===== src/rtl/if_pkg.sv =====
// Shared definitions for the instruction-fetch queue: memory window defaults,
// the nop word, the queue entry layout and the fetch-address check.
package if_pkg;

    localparam int unsigned XLEN        = 32;
    localparam logic [31:0] IF_IM_BASE  = 32'h0000_3000;
    localparam int unsigned IF_IM_WORDS = 4096;
    localparam logic [31:0] NOP_INSTR   = 32'h0000_0000;

    typedef struct packed {
        logic            busy;
        logic            filled;
        logic [XLEN-1:0] pc;
        logic [XLEN-1:0] instr;
        logic            fault;
    } if_entry_t;

    // Misaligned, or outside [base, base + 4*words).
    function automatic logic addr_fault(input logic [31:0] pc,
                                        input logic [31:0] base,
                                        input int unsigned words);
        logic [32:0] lim;
        lim = {1'b0, base} + 33'(words) * 33'd4;
        return (pc[1:0] != 2'b00) || (pc < base) || ({1'b0, pc} >= lim);
    endfunction

endpackage


===== src/rtl/if_slot_ring.sv =====
// Entry storage for the fetch queue with head/alloc/fill pointers.
// Each pointer carries an extra wrap bit so full and empty can be told apart.
module if_slot_ring
    import if_pkg::*;
#(
    parameter int unsigned DEPTH = 2,
    localparam int unsigned IW   = $clog2(DEPTH),
    localparam int unsigned PW   = IW + 1
) (
    input  logic            clk,
    input  logic            reset,
    input  logic            flush,
    input  logic            alloc_en,
    input  logic [31:0]     alloc_pc,
    input  logic            alloc_fault,
    input  logic            fill_en,
    input  logic [31:0]     fill_data,
    input  logic            pop_en,
    output logic [PW-1:0]   count,
    output logic [PW-1:0]   unanswered,
    output logic            fill_avail,
    output if_entry_t       head_entry
);

    if_entry_t     slot_q [DEPTH];
    if_entry_t     slot_d [DEPTH];
    logic [PW-1:0] head_q, head_d;
    logic [PW-1:0] alloc_q, alloc_d;
    logic [PW-1:0] fill_q, fill_d;
    logic [PW-1:0] fill_eff;

    always_comb begin
        // Faulted entries are allocated already filled; the fill pointer
        // steps over them so responses land on the oldest unfilled entry.
        fill_eff = fill_q;
        for (int unsigned i = 0; i < DEPTH; i++) begin
            if (fill_eff != alloc_q && slot_q[fill_eff[IW-1:0]].filled)
                fill_eff = fill_eff + PW'(1);
        end

        unanswered = '0;
        for (int unsigned i = 0; i < DEPTH; i++)
            unanswered = unanswered + PW'(slot_q[i].busy & ~slot_q[i].filled);

        count      = alloc_q - head_q;
        fill_avail = (fill_eff != alloc_q);
        head_entry = slot_q[head_q[IW-1:0]];

        slot_d  = slot_q;
        head_d  = head_q;
        alloc_d = alloc_q;
        fill_d  = fill_eff;

        if (flush) begin
            for (int unsigned i = 0; i < DEPTH; i++) begin
                slot_d[i].busy   = 1'b0;
                slot_d[i].filled = 1'b0;
            end
            head_d  = '0;
            alloc_d = '0;
            fill_d  = '0;
        end else begin
            if (alloc_en) begin
                slot_d[alloc_q[IW-1:0]] = '{busy: 1'b1, filled: alloc_fault,
                                            pc: alloc_pc, instr: NOP_INSTR,
                                            fault: alloc_fault};
                alloc_d = alloc_q + PW'(1);
            end
            if (fill_en) begin
                slot_d[fill_eff[IW-1:0]].filled = 1'b1;
                slot_d[fill_eff[IW-1:0]].instr  = fill_data;
                fill_d = fill_eff + PW'(1);
            end
            if (pop_en) begin
                slot_d[head_q[IW-1:0]].busy   = 1'b0;
                slot_d[head_q[IW-1:0]].filled = 1'b0;
                head_d = head_q + PW'(1);
            end
        end
    end

    always_ff @(posedge clk) begin
        if (reset) begin
            for (int unsigned i = 0; i < DEPTH; i++)
                slot_q[i] <= '0;
            head_q  <= '0;
            alloc_q <= '0;
            fill_q  <= '0;
        end else begin
            slot_q  <= slot_d;
            head_q  <= head_d;
            alloc_q <= alloc_d;
            fill_q  <= fill_d;
        end
    end

endmodule


===== src/rtl/if_fetch_queue.sv =====
// Instruction-fetch front end: issues in-order memory requests for pc_in,
// buffers returned words and hands them to decode. Redirect flushes the queue
// and drops responses still in flight. Define IF_FETCH_CHECK_EN to enable the
// fetch-address alignment/range check (faulting fetches bypass the memory).
module if_fetch_queue
    import if_pkg::*;
#(
    parameter int unsigned DEPTH    = 2,
    parameter logic [31:0] IM_BASE  = IF_IM_BASE,
    parameter int unsigned IM_WORDS = IF_IM_WORDS
) (
    input  logic        clk,
    input  logic        reset,
    input  logic [31:0] pc_in,
    output logic        fetch_fire,
    input  logic        redirect,
    output logic        imem_req_valid,
    input  logic        imem_req_ready,
    output logic [31:0] imem_req_addr,
    input  logic        imem_rsp_valid,
    input  logic [31:0] imem_rsp_data,
    output logic        id_valid,
    input  logic        id_ready,
    output logic [31:0] id_instr,
    output logic [31:0] id_pc,
    output logic        id_fault
);

    localparam int unsigned PW  = $clog2(DEPTH) + 1;
    localparam int unsigned DW  = 8;
    localparam int unsigned DW1 = DW + 1;

`ifdef IF_FETCH_CHECK_EN
    localparam bit CHECK_EN = 1'b1;
`else
    localparam bit CHECK_EN = 1'b0;
`endif

    logic [PW-1:0] count;
    logic [PW-1:0] unanswered;
    logic          fill_avail;
    if_entry_t     head;
    logic          pc_fault;
    logic          issue_ok;
    logic          rsp_fill;
    logic          pop;
    logic [DW-1:0] drop_cnt_q, drop_cnt_d;
    logic [DW1-1:0] drop_sum;

    assign pc_fault       = CHECK_EN && addr_fault(pc_in, IM_BASE, IM_WORDS);
    assign issue_ok       = !reset && !redirect && (count < PW'(DEPTH));
    assign imem_req_valid = issue_ok && !pc_fault;
    assign fetch_fire     = issue_ok && (pc_fault || imem_req_ready);
    assign imem_req_addr  = pc_in;

    assign rsp_fill = imem_rsp_valid && !redirect && (drop_cnt_q == '0) && fill_avail;
    assign id_valid = head.busy && head.filled;
    assign pop      = id_valid && id_ready && !redirect;
    assign id_instr = head.instr;
    assign id_pc    = head.pc;
    assign id_fault = CHECK_EN ? head.fault : 1'b0;

    if_slot_ring #(.DEPTH(DEPTH)) u_ring (
        .clk         (clk),
        .reset       (reset),
        .flush       (redirect),
        .alloc_en    (fetch_fire),
        .alloc_pc    (pc_in),
        .alloc_fault (pc_fault),
        .fill_en     (rsp_fill),
        .fill_data   (imem_rsp_data),
        .pop_en      (pop),
        .count       (count),
        .unanswered  (unanswered),
        .fill_avail  (fill_avail),
        .head_entry  (head)
    );

    // On redirect every unanswered request joins the drop count; a response
    // arriving that same cycle retires the oldest outstanding one.
    always_comb begin
        drop_cnt_d = drop_cnt_q;
        drop_sum   = {1'b0, drop_cnt_q} + DW1'(unanswered);
        if (redirect) begin
            if (imem_rsp_valid && drop_sum != '0)
                drop_sum = drop_sum - DW1'(1);
            drop_cnt_d = drop_sum[DW-1:0];
        end else if (imem_rsp_valid && drop_cnt_q != '0) begin
            drop_cnt_d = drop_cnt_q - DW'(1);
        end
    end

    always_ff @(posedge clk) begin
        if (reset)
            drop_cnt_q <= '0;
        else
            drop_cnt_q <= drop_cnt_d;
    end

    rsp_has_target: assert property (@(posedge clk) disable iff (reset)
        !imem_rsp_valid || drop_cnt_q != '0 || fill_avail);

endmodule

===== config.mk =====
export PLATFORM = sky130hd
export DESIGN_NAME = if_fetch_queue
export DESIGN_NICKNAME = d
export VERILOG_FILES = /design/src/rtl/if_pkg.sv /design/src/rtl/if_slot_ring.sv /design/src/rtl/if_fetch_queue.sv
export SDC_FILE = /design/constraint.sdc
export NUM_CORES = 1
export LEC_CHECK = 0
export ABC_CLOCK_PERIOD_IN_PS = 3300
export CAP_MARGIN = 20
export CELL_PAD_IN_SITES_DETAIL_PLACEMENT = 0
export CELL_PAD_IN_SITES_GLOBAL_PLACEMENT = 1
export CORE_MARGIN = 10
export CORE_UTILIZATION = 33
export DETAILED_ROUTE_END_ITERATION = 6
export GPL_TIMING_DRIVEN = 0
export PLACE_DENSITY = 0.74
export REMOVE_ABC_BUFFERS = 1
export SYNTH_ARGS = -nofsm -noshare
export SYNTH_HDL_FRONTEND = slang
export SYNTH_SLANG_ARGS = --single-unit

===== constraint.sdc =====
create_clock -name clk -period 3.3 [get_ports clk]
set_clock_uncertainty 0.2 [all_clocks]
set_input_delay 0.495 -clock clk [delete_from_list [all_inputs] [get_ports clk]]
set_output_delay 0.495 -clock clk [all_outputs]
set_load 0.005 [all_outputs]

Word level (Yosys, flattened, before mapping)
Index checks and enable logic that the tools add are counted.
{"block": "classes", "bitwise": 9, "magnitude_cmp": 9, "add_sub_neg": 10, "eq_ne": 3, "mul": 0, "n_mux": 35, "n_div": 0, "n_shift": 0, "reduce_logical": 23}
{"cell": "$bwmux W134", "n": 5}
{"cell": "$mux W134", "n": 5}
{"cell": "$mux W66", "n": 8}
{"cell": "$demux W67 S1", "n": 5}
{"cell": "$mux W67", "n": 5}
{"cell": "$mux W33", "n": 1}
{"cell": "$mux W8", "n": 3}
{"cell": "$logic_and A1 B1 Y1", "n": 16}
{"cell": "$sub A8 B1 Y8 const B", "n": 2}
{"cell": "$not A1 Y2", "n": 7}
{"cell": "$add A2 B1 Y2 const B", "n": 5}
{"cell": "$ge A2 B2 Y1 const B", "n": 5}
{"cell": "$add A8 B2 Y9", "n": 1}
{"cell": "$reduce_bool A9 Y1", "n": 1}
{"cell": "$logic_not A8 Y1", "n": 1}
{"cell": "$reduce_bool A8 Y1", "n": 1}
{"cell": "$lt A2 B1 Y1 const B", "n": 3}
{"cell": "$mux W2", "n": 3}
{"cell": "$ne A2 B2 Y1", "n": 3}
{"cell": "$and A1 B2 Y2", "n": 2}
{"cell": "$add A2 B2 Y2", "n": 1}
{"cell": "$logic_not A1 Y1", "n": 2}
{"cell": "$lt A2 B2 Y1 const B", "n": 1}
{"cell": "$reduce_bool A2 Y1", "n": 1}
{"cell": "other kinds (2)", "n": 2}
{"block": "word_totals", "mem_count": 0, "latch_bits": 0, "elab_cells": 103, "mem_bits_rw": 0, "mem_bits_ro": 0, "output_inout_bits": 100, "reg_bits": 148}

Logic depth before layout (Yosys ltp)
Gate-level depths: netlist (run 1).
{"block": "logic_depth", "depth_word": 24, "depth_mapped": 12, "mapped_depth_nobuf": 11}

By module
Synthesis (run 1) repeated with hierarchy kept, for this count alone.
{"block": "hier_totals", "cells_unflattened": 856, "hier_area_um2": 7841.3}
{"module": "if_slot_ring", "instances": 1, "area_each_um2": 6527.5, "seq_area_each_um2": 2802.7, "cells_per_inst": 691}
{"module": "if_fetch_queue", "instances": 1, "area_each_um2": 1313.8, "seq_area_each_um2": 160.2, "cells_per_inst": 165}

Worst setup path after synthesis (run 1)
Ideal clock, no wire load.
{"block": "synth_timing", "path_kind": "register to register", "start": "reg u_ring.slot_q[132] (netlist bit)", "end": "reg drop_cnt_q[6]", "stages_incl_launch_ff": 13, "setup_time_ns": 0.062, "path_buffers": 1, "t_arrival_ns": 2.857, "path_slack_ns": 0.181, "cell_sequence": "dfxtp_1 > clkbuf_1 > nor2b_1 > ha_1 > ha_1 > inv_1 > fa_1 > ha_1 > nor2b_1 > o311ai_0 > nand2_1 > a2111o_1 > nand3_1"}
{"block": "synth_between", "elab_chain_cells": 8, "elab_cells_between_ends": 9}
{"element": "start, declared", "line_no": "if_slot_ring.sv:25", "rtl": "if_entry_t slot_q [DEPTH];"}
{"element": "start signal, assigned", "line_no": "if_slot_ring.sv:90", "rtl": "slot_q <= slot_d;"}
{"element": "$not A1 Y2 (*)", "line_no": "if_slot_ring.sv:43", "rtl": "unanswered = unanswered + PW'(slot_q[i].busy & ~slot_q[i].filled);"}
{"element": "$and A1 B2 Y2 (*)", "line_no": "if_slot_ring.sv:43"}
{"element": "$add A2 B2 Y2 (*)", "line_no": "if_slot_ring.sv:43"}
{"element": "$add A8 B2 Y9 (*)", "line_no": "if_fetch_queue.sv:83", "rtl": "drop_sum = {1'b0, drop_cnt_q} + DW1'(unanswered);"}
{"element": "branches (longest 2 deep; another with $sub A8 B1 Y8)"}
{"element": "$mux W8 (*)", "line_no": "if_fetch_queue.sv:85", "rtl": "if (imem_rsp_valid && drop_sum != '0)"}
{"element": "$mux W8 (*)", "line_no": "if_fetch_queue.sv:84", "rtl": "if (redirect) begin"}
{"element": "end signal, assigned", "line_no": "if_fetch_queue.sv:97", "rtl": "drop_cnt_q <= drop_cnt_d;"}
{"element": "end, declared", "line_no": "if_fetch_queue.sv:47", "rtl": "logic [DW-1:0] drop_cnt_q, drop_cnt_d;"}
Mark *: on every way between the ends.
A chain may end at the register's enable or synchronous reset.

Worst setup path after layout (run 1)
{"block": "layout_timing", "start": "reg u_ring.slot_q[66] (netlist bit)", "end": "reg drop_cnt_q[1]"}
{"block": "layout_between", "elab_chain_cells": 7, "elab_cells_between_ends": 8}
{"element": "$and A1 B2 Y2 (*)", "line_no": "if_slot_ring.sv:43"}
{"element": "$add A2 B2 Y2 (*)", "line_no": "if_slot_ring.sv:43"}
{"element": "$add A8 B2 Y9 (*)", "line_no": "if_fetch_queue.sv:83"}
{"element": "branches (longest 2 deep; another with $sub A8 B1 Y8)"}
{"element": "$mux W8 (*)", "line_no": "if_fetch_queue.sv:85"}
{"element": "$mux W8 (*)", "line_no": "if_fetch_queue.sv:84"}
Marks and branches as above.

==> flow_summary.toml, run 1 <==
[clock_tree]
cts_tree = "built"
clkLatencyLatePin_ps = 420
clockRootBuffer = "clkbuf_16"
cts.clk_slew.worst_paths_ps = 70
clock-sinks = 146
cts_buffers = 17
cts_max_path_buffers = 2
cts_max_level = 4
ctsHoldBuffers = 0

[global_routing]
grt_max_degree = 78
grt_pass1_vias = 5543
grt_pass1_wl_um = 30300
grt-ovfl-total = 0
antenna_found_initial = 0
track_usage_pct = 13.9

[layout]
nets = 946
finish.instance_area_um2 = 9270
syn2layout_area_growth_pct = 35.9
insertedDiodeCount = 0
drive_above_1_share_pct = 15.3
nFillCells = 1966
utilization_pct = 45.7

[setup_path]
cp-end-kind = "register"
cp_max_fo = 4
crit_type = "reg2reg"
cp-start-kind = "register"
crit_arrival_ps = 3280
crit_required_ps = 3450

[route]
route.detailed.drc = 0
vias_per_cell = 4.94
vias = 5692
routed_wl_um = 19500
drtIter0Drc = 297
drtAntennaViolNets = 0
drt_pass1_iterations = 5
wl_per_cell_um = 16.9

[placed_design]
dp.final_hpwl_um = 13300
gp_congestion = 0.789
place_area_um2 = 8540
numPortBuffers = 168

[logic_synthesis]
synth-seq-cells = 146
yosysSeqAreaShare_pct = 42.8
async_reset_ff_share_pct = 0
synth_area_um2 = 6820
yosysTopAreaCell = "dfxtp_1"
synth_ff_type = "dfxtp_1"
yosys.area.top_type_share_pct = 42.8
synthCells = 750
synth.distinct_cells = 61
yosysMostFrequentCell = "dfxtp_1"
synth_area_per_cell_um2 = 9.10
yosysWarnings = 0
synth_edf_count = 0
synthTopCellsByCount = "146 x dfxtp_1, 144 x nand2_1, 75 x a21oi_1"
ys_top_cells_by_area = "dfxtp_1 43%, mux2_2 11%, a22o_1 8.2%, nand2_1 7.9%, a21oi_1 5.5%"

[pwr]
p_per_area_nw_per_um2 = 536
peakVddDrop_uv = 322
power_w = 0.00497
p_leak_nw = 3.38

[outcome]
status = "complete, no violations"

[timing]
fin_crit_sh_pct = 94.9
period_minus_slack_ps = 3130
slew_headroom_pct = 37.7
tightest_slew_ps = 934
rsz0062_at_grt = "no"
drv_slew = 0
setup_viol = 0
hold_viol_final = 0
max_freq_ghz = 0.319

[die]
initial_core_util_pct = 33.6
io_pins = 170
dieArea_um2 = 26800
die_x_um = 164
rows = 52
die_h_um = 164
coreArea_um2 = 20300

[worst_hold_path]
hold_class = "reg2reg"

[job]
max_cap_violations = 0
## timing repair
action / in CTS / in global routing
buffers inserted: 0 / 11
endpoints found under the setup margin: 5 / 69
gates resized for setup: 2 / 7
pin swaps: 1 / 2
## power by group
| group | switching (W) | internal [W] |
|---|---|---|
| Combinational | 0.000568 | 0.000492 |
| Sequential | 0.000121 | 0.00183 |
| Clock | 0.000873 | 0.00109 |
| Total | 0.00156 | 0.00341 |
## area by class of cell
class                           instances  area, um2  area share [%]
Multi-Input combinational cell        508       3400            36.6
Sequential cell                       146       2930            31.6
Timing Repair Buffer                  189       1970            21.2
Clock buffer                           17        425            4.59
Tap cell                              270        338            3.64
Clock inverter                         15        185            2.00
Inverter                                7       26.3           0.283
## through the flow
step	instances	worst slack [ps]	setup TNS, ps	hold slack (ps)
2_1_floorplan	661	-1780	-72710	227
3_3_place_gp	1099	-5750	-675250	239
3_5_place_dp	1108	-451	-29030	244
4_1_cts	1140	7.01	0	253
5_1_grt	1152	10.7	0	265
6_report	1152	170	0	253
## metal layers
| metal | share of wire [%] | track usage (%) | wire length [um] |
|---|---|---|---|
| met5 | 0 | 0 | 0 |
| met4 | 1.1 | 3.98 | 223 |
| met3 | 4.3 | 3.10 | 842 |
| met2 | 51 | 23.9 | 9830 |
| met1 | 44 | 17.0 | 8560 |
## critical path, cell delays in order (launching register included)
cell and delay (ps):
dfxtp_1 320, nor2b_1 130, ha_1 300, ha_1 220, inv_1 80, fa_2 470, ha_1 220, nor2b_1 140
o311ai_1 120, buf_2 210, nand2_1 90, a2111o_1 460, o211ai_1 90
## logic make-up after synthesis
family / Yosys count / share of synthesized area (%)
other: 1 / 0.0550
XOR/XNOR: 16 / 2.05
buffers and inverters: 96 / 7.90
AND/OR/NAND/NOR: 224 / 14.8
adder cells (fa/ha/maj): 8 / 1.54
multiplexers: 70 / 11.5
AO/OA/AOI/OAI: 189 / 19.3
flip-flops: 146 / 42.8
## layout by cell type, fill, tap and decap left out, types with 3 or more instances in the layout
master           netlist  routed
ha_1                   6       6
a22o_1                64      64
and3_1                 3       3
buf_4                 33      11
clkinv_8               0       3
nand2_1              144     144
mux2_2                67      67
clkbuf_16              0      18
nand4_1                3       3
xnor2_1                9       9
nor2b_1                7       6
buf_16                 0       4
o211ai_1               5       5
inv_8                  0       5
a22oi_1                4       4
o21a_1                 3       3
buf_8                  0       3
nand2b_1               3       3
nor2_1                23      23
inv_6                  0       4
inv_1                  7       7
a21oi_1               75      75
nor3_1                 8       8
mux2i_1                3       3
or3_1                  5       5
o21ai_0                9       9
clkdlybuf4s50_1        0     167
dfxtp_1              146     143
nand3_1               13      13
xor2_1                 7       7
## worst paths after layout
| path | from | cells past startpoint | slack, ps | endpoint |
|---|---|---|---|---|
| worst max-delay path | u_ring.slot_q[66] | 12 | 170 | drop_cnt_q[1] |
| worst min-delay path | register | 2 | 250 | register |
| worst max register to register | u_ring.slot_q[66] | 12 | 170 | drop_cnt_q[1] |
| worst min register to register | register | 2 | 250 | register |
Power figures use the tool's default switching activity.
==> inputs of run 2 (changes only) <==
--- a/constraint.sdc
+++ b/constraint.sdc
@@ -4,2 +4,2 @@
 set_output_delay 0.495 -clock clk [all_outputs]
-set_load 0.005 [all_outputs]
+set_load 0.1 [all_outputs]
==> flow_summary.toml, run 2 (synthesis gave the netlist of run 1 again) <==
[setup_path]
crit_path_top_delay_cell = "clkdlybuf4s50_1"
crit_arrival_ps = 2530
worst_path_dominant_cell_family = "buffers and inverters"
crit_buf_inv = 2
cp-start-kind = "register"
cp_max_fo = 18
r2r_slack_ps = 180
r2r-end = "drop_cnt_q[1]"
crit_path_max_incr_delay_ps = 970
worstPathCellList = "buf_8 > mux2_2 > clkdlybuf4s50_1"
crit_required_ps = 2600
cp-end-kind = "primary output"
reg2reg_depth = 12
crit_type = "reg2out"
r2r_start = "u_ring.slot_q[66]"

[die]
initial_core_util_pct = 33.6
die_x_um = 164
dieArea_um2 = 26800
io_pins = 170
rows = 52
die_h_um = 164
coreArea_um2 = 20300

[placed_design]
dp.final_hpwl_um = 13300
gp_congestion = 0.789
dpl.cell_count = 1108
place_area_um2 = 8540
numPortBuffers = 168

[layout]
utilization_pct = 45.4
nFillCells = 1981
finish.instance_area_um2 = 9210
fin_cells = 1152
layout_common_cells = "144 x nand2_1, 143 x dfxtp_1, 123 x clkdlybuf4s50_1"
drive_above_1_share_pct = 15.8
nets = 946
insertedDiodeCount = 0
syn2layout_area_growth_pct = 35.0
final_common_cell = "nand2_1"

[pwr]
p_leak_nw = 3.64
p_per_area_nw_per_um2 = 572
peakVddDrop_uv = 322

[timing]
tightest_slew_ps = 1050
setup_tns_ps = 0
period_minus_slack_ps = 3220
drv_slew = 0
fin_crit_sh_pct = 97.7
hold_viol_final = 0
max_freq_ghz = 0.310
setup_viol = 0
slew_headroom_pct = 29.6

[route]
drt_pass1_iterations = 4
vias_per_cell = 4.94
vias = 5688
wl_per_cell_um = 16.9
routed_wl_um = 19400
drtIter0Drc = 316
drtAntennaViolNets = 0
route.detailed.drc = 0

[global_routing]
use_met1_pct = 17.0
grt_pass1_wl_um = 30300
track_usage_pct = 13.9
grt_use_met2_pct = 23.8
grt-ovfl-total = 0
grt_max_degree = 78
top_usage_layer = "met2"
globalRouteMet3Util_pct = 3.10
grt_pass1_vias = 5539
antenna_found_initial = 0

[clock_tree]
cts_max_level = 4
cts.clk_slew.worst_paths_ps = 70
clockRootBuffer = "clkbuf_16"
cts_buffers = 17
clkLatencyLatePin_ps = 420
cts_max_path_buffers = 2
cts_tree = "built"
clock-sinks = 146
ctsHoldBuffers = 0

[outcome]
status = "complete, no violations"

[job]
max_cap_violations = 0

[worst_hold_path]
holdPathStages = 2
hold_class = "reg2reg"
## run 2: cell count changes in the layout (fill, tap and decap cells not counted)
cell and change:
clkbuf_16 -1, buf_2 +2, or2_2 +1, clkbuf_2 +2, dlygate4sd2_1 +35, buf_8 +1
dlymetal6s2s_1 +5, clkdlybuf4s50_1 -44, or2_4 -1
## run 2: area by class of cell
type | count | area (um2) | share of cell area, %
Clock buffer | 17 | 425 | 4.62
Tap cell | 270 | 338 | 3.67
Sequential cell | 146 | 2930 | 31.8
Timing Repair Buffer | 189 | 1910 | 20.7
Inverter | 7 | 26.3 | 0.285
Clock inverter | 15 | 185 | 2.01
Multi-Input combinational cell | 508 | 3390 | 36.9
## run 2: worst max-delay path by stage
stage / startpoint / endpoint / slack (ps) / depth (start not counted)
finish: u_ring.head_q[0] / id_instr[5] / 80 / 3
global route: u_ring.head_q[0] / id_instr[26] / -5 / 3
CTS: u_ring.slot_q[132] / drop_cnt_q[1] / 7 / 12
detailed placement: redirect / fetch_fire / -580 / 5
global placement: reset / u_ring.slot_q[82] / -5750 / 5
floorplan: u_ring.head_q[0] / u_ring.slot_q[68] / -1780 / 4
## run 2: per-layer routing
layer	vias to the layer above	routed length, um	part of all wire [%]
li1	2879	-	-
met1	2664	8400	43
met2	130	9860	51
met3	15	945	4.9
met4	0	205	1.1
met5	-	0	0
## run 2: stage by stage
| stage | total power (W) | hold WS (ps) | setup slack (ps) |
|---|---|---|---|
| final | 0.00527 | 252 | 75.7 |
| after global routing | 0.00552 | 265 | -4.83 |
| after CTS | 0.00530 | 253 | 7.43 |
| after detailed placement | 0.00332 | 244 | -577 |
| after global placement | 0.00330 | 239 | -5750 |
| after floorplan | 0.00273 | 227 | -1780 |
## run 2: report_power, final
part	internal (W)	switching [W]
Combinational	0.000480	0.000875
Clock	0.00109	0.000874
Sequential	0.00183	0.000121
## run 2: worst min-delay path: stages (launching register included)
cell and delay [ps]:
dfxtp_1 310, nand2_1 50, a21oi_1 50
## run 2: timing repair
item,in CTS,in global routing
pin swaps,1,2
hold endpoints to repair,0,0
resized for setup,47,17
buffers inserted,0,11
cloned,0,0
endpoints found under the setup margin,44,76
